==> config.mk <==
export PLATFORM = sky130hd
export DESIGN_NAME = alu_cmd_issuer_flat
export DESIGN_NICKNAME = d
export VERILOG_FILES = /design/src/rtl/alu_cmd_issuer_if.sv /design/src/rtl/alu_cmd_issuer.sv /design/src/flat_wrapper.sv
export SDC_FILE = /design/constraint.sdc
export NUM_CORES = 1
export LEC_CHECK = 0
export ABC_AREA = 1
export CORE_MARGIN = 2
export CORE_UTILIZATION = 45
export DETAILED_ROUTE_END_ITERATION = 16
export GPL_TIMING_DRIVEN = 0
export HOLD_SLACK_MARGIN = 0.15
export MAX_ROUTING_LAYER = met4
export PLACE_DENSITY_LB_ADDON = 0.12
export SLEW_MARGIN = 10
export SYNTH_ARGS = -nofsm -noshare
export SYNTH_HDL_FRONTEND = slang
export SYNTH_SLANG_ARGS = --single-unit
==> constraint.sdc <==
create_clock -name clk -period 4.8 [get_ports clk]
set_input_delay 0.72 -clock clk [delete_from_list [all_inputs] [get_ports clk]]
set_output_delay 0.72 -clock clk [all_outputs]
set_load 0.005 [all_outputs]
==> src/rtl/alu_cmd_issuer_if.sv <==
// Command, ALU and result signal bundle for alu_cmd_issuer.
// ALU_ERR_FLAG_EN adds the res_err result flag.
interface alu_cmd_issuer_if;
    logic       cmd_valid;
    logic       cmd_ready;
    logic [7:0] cmd_a;
    logic [7:0] cmd_b;
    logic [3:0] cmd_op;
    logic [7:0] alu_a;
    logic [7:0] alu_b;
    logic [3:0] alu_operation;
    logic [8:0] alu_z;
    logic       res_valid;
    logic       res_ready;
    logic [8:0] res_z;
    logic [3:0] res_op;
`ifdef ALU_ERR_FLAG_EN
    logic       res_err;
`endif

    modport master (
        input  cmd_valid, cmd_a, cmd_b, cmd_op, alu_z, res_ready,
        output cmd_ready, alu_a, alu_b, alu_operation, res_valid, res_z,
`ifdef ALU_ERR_FLAG_EN
        output res_err,
`endif
        output res_op
    );

    modport slave (
        output cmd_valid, cmd_a, cmd_b, cmd_op, alu_z, res_ready,
        input  cmd_ready, alu_a, alu_b, alu_operation, res_valid, res_z,
`ifdef ALU_ERR_FLAG_EN
        input  res_err,
`endif
        input  res_op
    );
endinterface

==> src/rtl/alu_cmd_issuer.sv <==
// Buffers ALU commands in a FIFO, issues them one at a time and returns registered results.
// Optional macro ALU_ERR_FLAG_EN adds the res_err result flag.
module alu_cmd_issuer #(
    parameter int unsigned DEPTH  = 4,
    parameter int unsigned ADDR_W = 2
) (
    input  logic             clk,
    input  logic             rst,
    alu_cmd_issuer_if.master bus,
    output logic             busy_o,
    output logic [ADDR_W:0]  fifo_count_o
);
    localparam int unsigned     CntW      = ADDR_W + 1;
    localparam logic [ADDR_W:0] FullCount = CntW'(DEPTH);
    localparam logic [3:0]      OpNone    = 4'b1111;

    typedef enum logic [1:0] {StIdle, StIssue, StHold} state_e;

    state_e            state_q, state_d;
    logic [19:0]       mem_q [DEPTH];
    logic [ADDR_W-1:0] wr_ptr_q, rd_ptr_q;
    logic [ADDR_W:0]   count_q, count_d;
    logic [7:0]        alu_a_q, alu_a_d, alu_b_q, alu_b_d;
    logic [3:0]        alu_op_q, alu_op_d, res_op_q, res_op_d;
    logic [8:0]        res_z_q, res_z_d;
    logic              res_valid_q, res_valid_d;
    logic              push, pop, empty;
    logic [19:0]       head;
`ifdef ALU_ERR_FLAG_EN
    logic              res_err_q, res_err_d;
`endif

    assign empty         = (count_q == '0);
    assign bus.cmd_ready = (count_q != FullCount);
    assign push          = bus.cmd_valid && bus.cmd_ready;
    assign head          = mem_q[rd_ptr_q];

    always_comb begin
        state_d     = state_q;
        pop         = 1'b0;
        alu_a_d     = alu_a_q;
        alu_b_d     = alu_b_q;
        alu_op_d    = alu_op_q;
        res_valid_d = res_valid_q;
        res_z_d     = res_z_q;
        res_op_d    = res_op_q;
`ifdef ALU_ERR_FLAG_EN
        res_err_d   = res_err_q;
`endif
        unique case (state_q)
            StIdle: begin
                if (!empty) begin
                    pop                          = 1'b1;
                    {alu_op_d, alu_a_d, alu_b_d} = head;
                    state_d                      = StIssue;
                end
            end
            StIssue: begin
                res_z_d     = bus.alu_z;
                res_op_d    = alu_op_q;
                res_valid_d = 1'b1;
`ifdef ALU_ERR_FLAG_EN
                res_err_d   = (alu_op_q >= 4'b1010) || ((alu_op_q == 4'b0010) && (alu_b_q == 8'd0));
`endif
                state_d     = StHold;
            end
            StHold: begin
                if (bus.res_ready) begin
                    res_valid_d = 1'b0;
                    if (!empty) begin
                        pop                          = 1'b1;
                        {alu_op_d, alu_a_d, alu_b_d} = head;
                        state_d                      = StIssue;
                    end else begin
                        alu_op_d  = OpNone;
`ifdef ALU_ERR_FLAG_EN
                        res_err_d = 1'b0;
`endif
                        state_d   = StIdle;
                    end
                end
            end
            default: state_d = StIdle;
        endcase
    end

    always_comb begin
        count_d = count_q;
        if (push && !pop) begin
            count_d = count_q + CntW'(1);
        end else if (pop && !push) begin
            count_d = count_q - CntW'(1);
        end
    end

    // Storage needs no reset: entries are only read once the count says they are valid.
    always_ff @(posedge clk) begin
        if (push) begin
            mem_q[wr_ptr_q] <= {bus.cmd_op, bus.cmd_a, bus.cmd_b};
        end
    end

    always_ff @(posedge clk or posedge rst) begin
        if (rst) begin
            state_q     <= StIdle;
            wr_ptr_q    <= '0;
            rd_ptr_q    <= '0;
            count_q     <= '0;
            alu_a_q     <= 8'd0;
            alu_b_q     <= 8'd0;
            alu_op_q    <= OpNone;
            res_valid_q <= 1'b0;
            res_z_q     <= 9'd0;
            res_op_q    <= 4'd0;
`ifdef ALU_ERR_FLAG_EN
            res_err_q   <= 1'b0;
`endif
        end else begin
            state_q     <= state_d;
            count_q     <= count_d;
            alu_a_q     <= alu_a_d;
            alu_b_q     <= alu_b_d;
            alu_op_q    <= alu_op_d;
            res_valid_q <= res_valid_d;
            res_z_q     <= res_z_d;
            res_op_q    <= res_op_d;
`ifdef ALU_ERR_FLAG_EN
            res_err_q   <= res_err_d;
`endif
            if (push) wr_ptr_q <= wr_ptr_q + ADDR_W'(1);
            if (pop)  rd_ptr_q <= rd_ptr_q + ADDR_W'(1);
        end
    end

    assign bus.alu_a         = alu_a_q;
    assign bus.alu_b         = alu_b_q;
    assign bus.alu_operation = alu_op_q;
    assign bus.res_valid     = res_valid_q;
    assign bus.res_z         = res_z_q;
    assign bus.res_op        = res_op_q;
`ifdef ALU_ERR_FLAG_EN
    assign bus.res_err       = res_err_q;
`endif
    assign busy_o            = (state_q != StIdle) || !empty;
    assign fifo_count_o      = count_q;
endmodule

==> src/flat_wrapper.sv <==
// flat-port wrapper written by rule: the top's interface ports become plain ports
module alu_cmd_issuer_flat 
#(
    parameter int unsigned DEPTH  = 4,
    parameter int unsigned ADDR_W = 2
)
  (clk, rst, busy_o, fifo_count_o, bus_cmd_valid, bus_cmd_a, bus_cmd_b, bus_cmd_op, bus_alu_z, bus_res_ready, bus_cmd_ready, bus_alu_a, bus_alu_b, bus_alu_operation, bus_res_valid, bus_res_z, bus_res_op);
  alu_cmd_issuer_if bus_i ();
  input  logic clk;
  input  logic rst;
  output logic busy_o;
  output logic [ADDR_W:0] fifo_count_o;
  input wire logic [$bits(bus_i.cmd_valid)-1:0] bus_cmd_valid;
  input wire logic [$bits(bus_i.cmd_a)-1:0] bus_cmd_a;
  input wire logic [$bits(bus_i.cmd_b)-1:0] bus_cmd_b;
  input wire logic [$bits(bus_i.cmd_op)-1:0] bus_cmd_op;
  input wire logic [$bits(bus_i.alu_z)-1:0] bus_alu_z;
  input wire logic [$bits(bus_i.res_ready)-1:0] bus_res_ready;
  output wire logic [$bits(bus_i.cmd_ready)-1:0] bus_cmd_ready;
  output wire logic [$bits(bus_i.alu_a)-1:0] bus_alu_a;
  output wire logic [$bits(bus_i.alu_b)-1:0] bus_alu_b;
  output wire logic [$bits(bus_i.alu_operation)-1:0] bus_alu_operation;
  output wire logic [$bits(bus_i.res_valid)-1:0] bus_res_valid;
  output wire logic [$bits(bus_i.res_z)-1:0] bus_res_z;
  output wire logic [$bits(bus_i.res_op)-1:0] bus_res_op;
  assign bus_i.cmd_valid = bus_cmd_valid;
  assign bus_i.cmd_a = bus_cmd_a;
  assign bus_i.cmd_b = bus_cmd_b;
  assign bus_i.cmd_op = bus_cmd_op;
  assign bus_i.alu_z = bus_alu_z;
  assign bus_i.res_ready = bus_res_ready;
  assign bus_cmd_ready = bus_i.cmd_ready;
  assign bus_alu_a = bus_i.alu_a;
  assign bus_alu_b = bus_i.alu_b;
  assign bus_alu_operation = bus_i.alu_operation;
  assign bus_res_valid = bus_i.res_valid;
  assign bus_res_z = bus_i.res_z;
  assign bus_res_op = bus_i.res_op;
  alu_cmd_issuer #(.DEPTH(DEPTH), .ADDR_W(ADDR_W)) u_core (.clk(clk), .rst(rst), .bus(bus_i), .busy_o(busy_o), .fifo_count_o(fifo_count_o));
endmodule
==> reports/results.ini <==
[setup_path]
worstPathArrival_ns=1.74
cp-end-kind=output port
crit_fanout=4
critical_path_class=flop to output port
worstPathRequired_ns=4.08
rrSetupSlack_ns=2.60
start_kind=flop

[yosys]
yosysSeqAreaShare_pct=69.0
synth_cells=477
synth.lib_cells_used.distinct=23
avgSynthCellArea_um2=10.6
yosysWarnings=0
synth_area_um2=5050
ys_ff_latch=123
synthesis.nets=516

[detailed_routing]
remaining_drc_errors=0
post_drt_wl_per_cell_um=14.2
drt_first_pass_iters=4
wirelength_mm=10.3
drt_iter0_drc=228
route.vias.total=3363
via_per_inst=4.64
ant_nets=0

[layout]
most-common-layout-cells=nand2_1 (252), edfxtp_1 (80), clkdlybuf4s50_1 (71)
final_common_cell=nand2_1
utilization_pct=59.9
drive_gt1_share_pct=11.6
diodes=0
final_net_count=611
areaGrowthSynthToFinish_pct=29.2

[cts]
post_cts_buffers=0
cts.repair.resized=0
clockBufferDepth=2
cts_tree=yes
cts_buffers=17
cts_hold_buf=0
clkTransAtPathRegs_ns=0.05
htreeDepth=4
cts_num_sinks=123
root_buffer=clkbuf_8
clock_latency_ns=0.51

[placed_design]
gp_congestion=0.724
io_buffers=71
dp_hpwl_mm=6.96

[global_route]
grt_pass1_vias=3334
antenna_found_initial=0
grt_start_max_net_pins=34
grtUsageTotal_pct=19.5
grt_pass1_wl_mm=16.5
grt.overflow.total=0

[floorplan]
dieArea_um2=12100
initial_core_util_pct=46.4
core_area_um2=10900
die_h_um=110
fp-row-count=38
io_pins=72
die_w_um=110

[sta]
setup_tns_ns=0
fin_crit_sh_pct=51.3
final_hold_viol_count=0
fmax_mhz=406
relSlewSlack_pct=54.6
slew_viol_final=0
finClkSkew_ns=0.00920
worst_pin_slew_ns=0.680
setup_viol=0
period_needed_ns=2.46
rsz0062_at_grt=no

[pwr]
p_per_area_nw_per_um2=663
power.leakage_nw=2.91
ir_drop_uv=308

[run]
maxCapViolCount=0

[outcome]
status=complete, no violations

[min_path]
worst_hold_path_type=input port to asynchronous set/reset pin

[worst max-delay path, stage by stage (launching register included)]
cell and delay [ns]:
dfrtp_1 0.43, nor2_1 0.21, nand3_1 0.12, clkdlybuf4s50_1 0.47
[layout make-up]
class,count,area (um^2)
fillers,947,4370
flip-flops and latches,123,3480
multi-input cells,300,1310
repair buffers,76,803
clock buffers,27,462
well taps,140,175
plain buffers,20,136
inverters,34,128
clock inverters,5,21.3
[where the power goes]
group | switching [mW] | internal [mW]
clock | 0.400 | 0.639
sequential | 0.135 | 1.48
combinational | 0.944 | 0.726
[stage by stage]
step / hold WS (ns) / instance area [um^2] / instances / power (mW) / setup WS, ns
CTS: 0.470 / 6520 / 725 / 4.39 / 2.29
finish: 0.475 / 6520 / 725 / 4.32 / 2.34
floorplan: 0.464 / 5050 / 477 / 2.61 / 2.73
detailed placement: 0.465 / 6040 / 693 / 3.33 / 2.04
global placement: 0.462 / 5930 / 688 / 3.24 / 1.48
global route: 0.492 / 6520 / 725 / 4.67 / 2.23
[logic make-up after synthesis]
group / count (synthesis) / share of synthesized area, %
AO/OA/AOI/OAI: 17 / 2.65
XOR/XNOR: 5 / 0.868
adder cells (fa/ha/maj): 6 / 1.64
buffers and inverters: 54 / 5.23
flip-flops: 123 / 69.0
AND/OR/NAND/NOR: 272 / 20.6
[routing by layer]
| metal | wire [um] | global-route usage (%) |
|---|---|---|
| met1 | 4520 | 23.7 |
| met5 | 0 | - |
| met3 | 546 | 6.22 |
| met2 | 5130 | 31.1 |
| met4 | 64 | 5.97 |
[registers in the layout, summed over array words and instances (netlist names)]
signal and flops:
u_core.mem_q 80, u_core.bus.res_z 9, u_core.bus.alu_a 8, u_core.bus.alu_b 8
u_core.bus.alu_operation 4, u_core.bus.res_op 4, u_core.fifo_count_o 3, u_core.rd_ptr_q 2
u_core.state_q 2, u_core.wr_ptr_q 2, u_core.bus.res_valid 1
[synth_stat cells]
cell / number / share of area, %
nand3_1: 11 / 1.1
o21ai_1: 1 / 0.099
or2_1: 1 / 0.12
clkbuf_1: 2 / 0.15
buf_4: 5 / 0.74
nand2_2: 1 / 0.12
nand2_1: 252 / 19
a21oi_1: 1 / 0.099
dfrtp_1: 39 / 19
ha_1: 5 / 1.2
edfxtp_1: 80 / 48
dfstp_2: 4 / 2.1
xnor2_1: 2 / 0.35
xor2_1: 3 / 0.52
fa_1: 1 / 0.40
buf_2: 10 / 0.99
nor2_1: 7 / 0.52
inv_1: 32 / 2.4
o21ai_2: 13 / 2.3
buf_8: 2 / 0.59
buf_6: 1 / 0.22
o21ai_0: 2 / 0.20
inv_2: 2 / 0.15
[path summary, 6_finish.rpt]
check / start / end / cells past startpoint
setup / recovery: u_core.fifo_count_o[0]$_DFFE_PP0P_ / busy_o / 3
hold / removal: rst / u_core.bus.alu_a[2]$_DFFE_PP0P_ / 2
setup reg to reg: u_core.fifo_count_o[0]$_DFFE_PP0P_ / u_core.fifo_count_o[2]$_DFFE_PP0P_ / 10
hold reg to reg: u_core.bus.res_z[0]$_DFFE_PP0P_ / u_core.bus.res_z[0]$_DFFE_PP0P_ / 2
max in group asynchronous: rst / u_core.bus.alu_operation[0]$_DFFE_PP1P_ / 3
min in group clk: u_core.bus.res_z[0]$_DFFE_PP0P_ / u_core.bus.res_z[0]$_DFFE_PP0P_ / 2
Power figures use the tool's default switching activity.
